[src/rtl/rom_rd_arbiter.sv]
// Read arbiter sharing one combinational-read lookup ROM among NREQ requesters.
// Round-robin by default; define ARB_FIXED_PRIO_EN for lowest-index-wins priority.
module rom_rd_arbiter #(
  parameter int NREQ = 2,
  parameter int AW   = 3,
  parameter int DW   = 4
) (
  input  logic                 clk,
  input  logic                 rst_n,
  input  logic [NREQ-1:0]      req_valid,
  input  logic [NREQ*AW-1:0]   req_addr,
  output logic [NREQ-1:0]      req_ready,
  output logic [NREQ-1:0]      rsp_valid,
  output logic [DW-1:0]        rsp_data,
  output logic [AW-1:0]        rom_addr,
  input  logic [DW-1:0]        rom_data,
  output logic                 busy
);

  localparam int IW = (NREQ > 2) ? 2 : 1;

  typedef enum logic [1:0] {
    ST_IDLE = 2'd0,
    ST_READ = 2'd1,
    ST_RESP = 2'd2
  } state_e;

  state_e              state_q, state_d;
  logic [IW-1:0]       gnt_id_q, gnt_id_d;
  logic [AW-1:0]       rom_addr_q, rom_addr_d;
  logic [DW-1:0]       rsp_data_q, rsp_data_d;
  logic [NREQ-1:0]     rsp_valid_q, rsp_valid_d;
  logic                busy_q, busy_d;
  logic [NREQ-1:0]     req_ready_s;
  logic [IW-1:0]       win_s;
  logic                win_found_s;

`ifndef ARB_FIXED_PRIO_EN
  logic [IW-1:0]       rr_ptr_q, rr_ptr_d;

  function automatic logic [IW-1:0] rr_idx(input logic [IW-1:0] base, input int unsigned off);
    int unsigned sum;
    sum = (32'(base) + off) % 32'(NREQ);
    return IW'(sum);
  endfunction
`endif

  // Winner selection among currently valid requesters
  always_comb begin
    win_found_s = 1'b0;
    win_s       = '0;
`ifdef ARB_FIXED_PRIO_EN
    for (int i = 0; i < NREQ; i++) begin
      if (!win_found_s && req_valid[i]) begin
        win_found_s = 1'b1;
        win_s       = IW'(i);
      end else begin
        win_found_s = win_found_s;
      end
    end
`else
    // Search starts one past the last winner so every requester gets a turn
    for (int i = 1; i <= NREQ; i++) begin
      if (!win_found_s && req_valid[rr_idx(rr_ptr_q, 32'(i))]) begin
        win_found_s = 1'b1;
        win_s       = rr_idx(rr_ptr_q, 32'(i));
      end else begin
        win_found_s = win_found_s;
      end
    end
`endif
  end

  // Next-state and handshake decode
  always_comb begin
    state_d     = state_q;
    gnt_id_d    = gnt_id_q;
    rom_addr_d  = rom_addr_q;
    rsp_data_d  = rsp_data_q;
    rsp_valid_d = '0;
    req_ready_s = '0;
`ifndef ARB_FIXED_PRIO_EN
    rr_ptr_d    = rr_ptr_q;
`endif
    case (state_q)
      ST_IDLE: begin
        if (win_found_s) begin
          req_ready_s[win_s] = 1'b1;
          rom_addr_d         = req_addr[win_s*AW +: AW];
          gnt_id_d           = win_s;
`ifndef ARB_FIXED_PRIO_EN
          rr_ptr_d           = win_s;
`endif
          state_d            = ST_READ;
        end else begin
          state_d = ST_IDLE;
        end
      end
      ST_READ: begin
        rsp_data_d            = rom_data;
        rsp_valid_d[gnt_id_q] = 1'b1;
        state_d               = ST_RESP;
      end
      ST_RESP: begin
        state_d = ST_IDLE;
      end
      default: begin
        state_d = ST_IDLE;
      end
    endcase
    busy_d = (state_d != ST_IDLE);
  end

  // State and output registers; an in-flight read is dropped on reset
  always_ff @(posedge clk or negedge rst_n) begin
    if (!rst_n) begin
      state_q     <= ST_IDLE;
      gnt_id_q    <= '0;
      rom_addr_q  <= '0;
      rsp_data_q  <= '0;
      rsp_valid_q <= '0;
      busy_q      <= 1'b0;
`ifndef ARB_FIXED_PRIO_EN
      rr_ptr_q    <= IW'(NREQ - 1);
`endif
    end else begin
      state_q     <= state_d;
      gnt_id_q    <= gnt_id_d;
      rom_addr_q  <= rom_addr_d;
      rsp_data_q  <= rsp_data_d;
      rsp_valid_q <= rsp_valid_d;
      busy_q      <= busy_d;
`ifndef ARB_FIXED_PRIO_EN
      rr_ptr_q    <= rr_ptr_d;
`endif
    end
  end

  assign req_ready = req_ready_s;
  assign rsp_valid = rsp_valid_q;
  assign rsp_data  = rsp_data_q;
  assign rom_addr  = rom_addr_q;
  assign busy      = busy_q;

endmodule

[config.mk]
export PLATFORM = sky130hd
export DESIGN_NAME = rom_rd_arbiter
export DESIGN_NICKNAME = d
export VERILOG_FILES = /design/src/rtl/rom_rd_arbiter.sv
export SDC_FILE = /design/constraint.sdc
export NUM_CORES = 1
export LEC_CHECK = 0
export ABC_AREA = 0
export CAP_MARGIN = 10
export CELL_PAD_IN_SITES_DETAIL_PLACEMENT = 0
export CELL_PAD_IN_SITES_GLOBAL_PLACEMENT = 2
export CORE_ASPECT_RATIO = 1.5
export CORE_UTILIZATION = 21
export DETAILED_ROUTE_END_ITERATION = 16
export PLACE_DENSITY_LB_ADDON = 0.1
export SYNTH_ARGS = -nofsm -noshare
export SYNTH_HDL_FRONTEND = slang
export SYNTH_SLANG_ARGS = --single-unit
[constraint.sdc]
create_clock -name clk -period 1.2 [get_ports clk]
set_clock_uncertainty 0.1 [all_clocks]
set_input_delay 0.24 -clock clk [delete_from_list [all_inputs] [get_ports clk]]
set_output_delay 0.24 -clock clk [all_outputs]
set_load 0.03 [all_outputs]
# Yosys cells after proc, flatten, opt, wreduce, memory -nomap -nowiden
# Cells that the tools add are included.
[totals]
ff_bits = 14
inputBits = 14
out_inout_bits = 12
elab_cells = 42
[op_classes]
add_sub_neg = 2
n_mul = 1
magnitude_cmp = 6
n_eq_ne = 1
shift = 1
mux = 17
n_reduce_logical = 7
[op_table]
columns = ["operator", "n"]
rows = [
  ["$mux W1", 11],
  ["$lt A1 B2 Y1 const B", 4],
  ["$mux W2", 3],
  ["$shiftx A6 B4 Y3", 1],
  ["$pmux W2 S2", 1],
  ["$logic_and A1 B1 Y1", 3],
  ["$mul A1 B2 Y3 const B", 1],
  ["$add A1 B1 Y1 const B", 2],
  ["$demux W1 S1", 2],
  ["$eq A2 B1 Y1 const B", 1],
  ["$ge A1 B1 Y1 const B", 2],
  ["$logic_not A2 Y1", 1],
  ["$reduce_and A2 Y1", 1],
  ["$reduce_bool A2 Y1", 1],
  ["$logic_not A1 Y1", 1],
]

# Longest topological paths before layout
[depth]
ltp_word = 13
ltp_mapped = 4
ltp_nobuf = 4

# Worst setup path before layout
# OpenSTA, ideal clock, no wires.
[synth_timing]
path_type = "reg-to-output"
start = "register rr_ptr_q"
end = "output req_ready[0]"
t_arrival_ns = 0.935
required_ns = 0.860
slack_ns = -0.075
stages_incl_launch_ff = 4
n_path_buf = 0
cell_sequence = "dfstp_2 -> or2b_1 -> nand3_1 -> inv_1"
[synth_via]
elab_chain_cells = 13
elab_cells_between_ends = 19
cone_classes = "2 x add/sub; 2 x order compare; 12 x mux; 3 x reduce/logical"
[synth_rtl]
columns = ["item", "line", "rtl"]
rows = [
  ["from (decl)", "39", "logic [IW-1:0] rr_ptr_q, rr_ptr_d;"],
  ["from (signal assigned)", "124", "rr_ptr_q <= IW'(NREQ - 1);"],
  ["from (signal assigned)", "134", "rr_ptr_q <= rr_ptr_d;"],
  ["$add A1 B1 Y1", "43", "sum = (32'(base) + off) % 32'(NREQ);"],
  ["$mux W1 (implied by the code) (2 in series)", "64", "if (!win_found_s && req_valid[rr_idx(rr_ptr_q, 32'(i))]) begin"],
  ["$mux W1", "64", ""],
  ["$logic_not A1 Y1", "64", ""],
  ["$logic_and A1 B1 Y1", "64", ""],
  ["$mux W1", "64", ""],
  ["$lt A1 B2 Y1 (implied by the code) / $ge A1 B1 Y1 (equally long branches)", "88", "req_ready_s[win_s] = 1'b1;"],
  ["$logic_and A1 B1 Y1 (implied by the code)", "88", ""],
  ["$mux W1 (implied by the code)", "88", ""],
  ["$demux W1 S1", "88", ""],
  ["$mux W2 (*)", "87", "if (win_found_s) begin"],
  ["$mux W2 (*)", "85", "case (state_q)"],
  ["to (decl)", "12", "output logic [NREQ-1:0] req_ready,"],
]
# Mark *: on every way between the ends. The rest lies on a longest branch, timed or not. The select of a mux whose other input is x is not followed.

# Worst setup path after layout
[layout_timing]
start = "register rr_ptr_q"
end = "output req_ready[1]"
# Same word-level chain as after synthesis.

==> results.md <==
Synth:
- Counting every instance in the synthesized netlist gives 50.
- The fraction of synthesized cell area taken by the top area cell type is 56.4%.
- Yosys mapped a number of flops with a built-in enable equal to 0.
- The Yosys step of the flow raised 0 warnings.
- Summing the sequential cell areas from Yosys gives 61.0% of the chip area.
- The fraction of registers with async set/reset is 100%.
- The commonest cells after synthesis are sky130_fd_sc_hd__dfrtp_1, sky130_fd_sc_hd__inv_1, sky130_fd_sc_hd__o21ai_0.
- The synthesized design contains 14 register bits.
- The average size of a mapped cell is 11.5 um^2.
- The commonest register cell after synthesis is sky130_fd_sc_hd__dfrtp_1.
- The post-synthesis instance area is 577 um^2.
- sky130_fd_sc_hd__dfrtp_1 takes more of the synthesized area than any other cell.
- The number of nets handed over by synthesis was 64.
- The number of distinct library cells after synthesis is 14.
- Yosys instantiated no cell more often than sky130_fd_sc_hd__dfrtp_1.
- Sorting the synthesized cells by area gives the leading types as sky130_fd_sc_hd__dfrtp_1, sky130_fd_sc_hd__mux2_4, sky130_fd_sc_hd__inv_1.

Setup path:
- The startpoint identified for the worst register-to-register timing path is rr_ptr_q$_DFFE_PN1P_.
- The family with the most delay on the worst path is flip-flops.
- The critical path arrival is 1.18 ns.
- The highest fanout seen on the critical path is 2.
- The worst setup path is launched from a flop.
- The type of the worst setup path is reg -> out.
- Traced cell by cell, the critical path runs through buf_6 -> nand2_2 -> nand3_2 -> inv_2 -> buf_6.
- The worst setup path is captured at an output port.
- Measured in cells, the most critical reg-to-reg path has a length of 7.
- The critical path's slowest cell is sky130_fd_sc_hd__dfstp_2.
- STA puts the critical path data required time at 0.86 ns.
- The source of the critical timing path is rr_ptr_q$_DFFE_PN1P_.
- The number of cells on the critical path is 5.
- Together, buffers and inverters on the worst path number 3.
- The delay of the slowest cell on the worst path is 0.54 ns.
- The dominant cell type by count on the critical path is sky130_fd_sc_hd__buf_6.

Timing:
- The final count of hold timing violations came to 0.
- Setup repair after global routing could not meet its margin everywhere.
- The worst slew slack as a fraction of its limit is 75.6%.
- The final setup violation count is 10.
- The worst path in the final design needs a cycle of 1.52 ns, including I/O delays and setup.
- Dividing the final minimum period by the clock period gives 127%.
- The number of max-slew violations in the final report is 0.
- The setup TNS is -1.02 ns.
- Setup slack on the critical path of the routed design comes to -0.323 ns.
- At the pin with the least slew margin, the transition time is 0.365 ns.
- The final hold slack is 0.119 ns.
- The maximum operating frequency is 0.657 GHz.

Drt:
- The total length of routed met2 wires is 818 um.
- The mean number of vias per cell is 3.86.
- For this run, design rule violations remaining after detail routing come to 0.
- The routed metal-1 wire length is 528 um.
- Dividing the detail-routed wire length by the instance count gives 11.1 um.
- The count of antenna-violating nets left after detailed routing is 0.
- The number of optimization iterations in the first detailed-route pass is 3.
- The total via count after detailed routing is 509.
- Routed signal wires occupy layers up through met4.
- The total wire length after detailed routing is 1460 um.
- Detailed routing placed a total of 97 um of wire on met3.
- The DRC violation total after the first TritonRoute iteration is 1.

GRT:
- Entering global routing, the biggest net connects 11 pins.
- The number of global-route vias before repair is 509.
- The total overflow left after global routing is 0.
- The number of antenna violations at the first check in global routing came to 0.
- The global-route wire length before repair is 2180 um.
- In the global route stage, overall resource usage came out at 10.4%.

Pwr:
- The design draws 3030 uW.
- The static leakage is 0.000560 uW.
- Power spread over the standard cell area amounts to 2730 mW/mm^2.
- The worst vdd rail ir drop is 0.00111 V.

Cells and area:
- The area used by multi-input combinational logic is 233 um^2.
- After the last flow step, the layout net total stands at 111.
- The post-route netlist has 55.2% of its cells at a drive strength greater than 1.
- The area of all sequential standard cells is 352 um^2.
- For this run, the share of the core covered by cells in the final layout is 43.7%.
- Compared with the post-synthesis result, the final layout area differs by 92.0%.
- The filler cells instantiated in the layout total 275.
- 0 antenna diodes ended up in the layout.

Clocking:
- The clock-pin transition on the worst setup and hold timing paths is 0.07 ns.
- The tree is rooted in a sky130_fd_sc_hd__clkbuf_4.
- At the later pin of the worst-skew pair, clock insertion delay measures 0.27 ns.
- Buffers inserted during clock tree synthesis total 3.
- The buffer levels on the longest clock path is 2.
- Counting every sink on the clock net gives 14.
- In this run the number of H-tree levels came out at 1.
- The CTS tree is done.

Place:
- The pre-CTS setup slack is -0.805 ns.
- The post-detailed-placement half-perimeter wirelength is 1120 um.
- The congestion estimate from routability-driven global placement came to 0.675.
- The number of port buffers is 25.

Floorplanning:
- The area inside the core boundary is 0.00253 mm^2.
- The number of standard-cell rows in the floorplan is 22.
- The floorplan die height is 66.2 um.
- The count of pins on the block boundary is 26.
- Measured along the x axis, the die boundary spans 44.8 um.
- Once the floorplan was initialized, standard cells occupied 22.8% of the core.
- The area of the die is 0.00296 mm^2.

Run:
- Across the run, the number of max-cap violations was 0.

Outcome:
- The final reports fail on setup timing.
- The run finished, with violations left.

Min path:
- The worst hold path belongs to the class in -> async.
==> layout make-up <==
cell class,count,area share [%]
well taps,36,4.07
repair buffers,43,37.1
inverters,11,3.73
flip-flops and latches,14,31.8
multi-input cells,24,21.0
clock buffers,4,2.37
==> layout by cell type, fill, tap and decap left out <==
| master | count |
|---|---|
| sky130_fd_sc_hd__nor2_1 | 3 |
| sky130_fd_sc_hd__clkdlybuf4s50_1 | 11 |
| sky130_fd_sc_hd__nand2_1 | 1 |
| sky130_fd_sc_hd__clkbuf_1 | 1 |
| sky130_fd_sc_hd__buf_12 | 1 |
| sky130_fd_sc_hd__dfstp_2 | 1 |
| sky130_fd_sc_hd__nor2_4 | 1 |
| sky130_fd_sc_hd__dlygate4sd2_1 | 2 |
| sky130_fd_sc_hd__nand3_2 | 2 |
| sky130_fd_sc_hd__or2_4 | 1 |
| sky130_fd_sc_hd__clkbuf_4 | 3 |
| sky130_fd_sc_hd__inv_2 | 2 |
| sky130_fd_sc_hd__mux2_4 | 4 |
| sky130_fd_sc_hd__nand2_2 | 1 |
| sky130_fd_sc_hd__buf_4 | 17 |
| sky130_fd_sc_hd__a21o_2 | 1 |
| sky130_fd_sc_hd__inv_1 | 9 |
| sky130_fd_sc_hd__o221ai_2 | 3 |
| sky130_fd_sc_hd__buf_6 | 12 |
| sky130_fd_sc_hd__o21ai_0 | 2 |
| sky130_fd_sc_hd__or2b_1 | 1 |
| sky130_fd_sc_hd__o21ai_2 | 3 |
| sky130_fd_sc_hd__nand2b_4 | 1 |
| sky130_fd_sc_hd__dfrtp_1 | 13 |
==> path summary, 6_finish.rpt <==
kind                                      endpoint  slack [ns]
setup / recovery                      req_ready[1]       -0.32
min in group clk            rsp_valid[0]$_DFF_PN0_        0.33
max in group asynchronous     state_q[1]$_DFF_PN0_        0.54
hold / removal             rsp_data[2]$_DFFE_PN0N_        0.12
setup reg to reg              rr_ptr_q$_DFFE_PN1P_       -0.16
hold reg to reg             rsp_valid[0]$_DFF_PN0_        0.33
==> per-layer routing <==
layer / global-route usage [%] / up-vias
met5: 0 / -
met4: 5.68 / 0
met3: 2.19 / 2
met2: 18.6 / 20
met1: 10.8 / 236
li1: - / 251
==> stage by stage <==
step	instances	cell area (um^2)
2_1_floorplan	50	577
3_3_place_gp	120	921
3_5_place_dp	120	921
4_1_cts	127	1030
5_1_grt	132	1110
6_report	132	1110
==> sequential cells by signal (all words and copies together) (netlist names) <==
signal / flops
rsp_data: 4
rom_addr: 3
rsp_valid: 2
state_q: 2
busy: 1
gnt_id_q: 1
rr_ptr_q: 1
==> cell families (layout without fill, tap and decap cells) <==
logic type	Yosys count	after routing	share of synthesized area, %
mux	4	4	10.4
simple gates	11	11	9.11
compound gates	9	9	10.4
buf+inv	12	58	9.11
flops	14	14	61.0
==> report_power, final <==
group | total, uW | leakage (uW) | switching, uW | internal, uW
combinational | 1870 | 0.000375 | 863 | 1010
clock | 271 | 0.0000150 | 142 | 129
sequential | 882 | 0.000170 | 166 | 716
==> repair_timing <==
action                                  CTS  global route
hold buffers                              0             0
gates cloned                              0             0
endpoints found under the setup margin   16            19
buffers inserted                          4             7
resized for setup                        28            10
pin swaps                                 3             4
hold endpoints to repair                  0             0
Note: power is estimated with default switching activity, not from simulation.
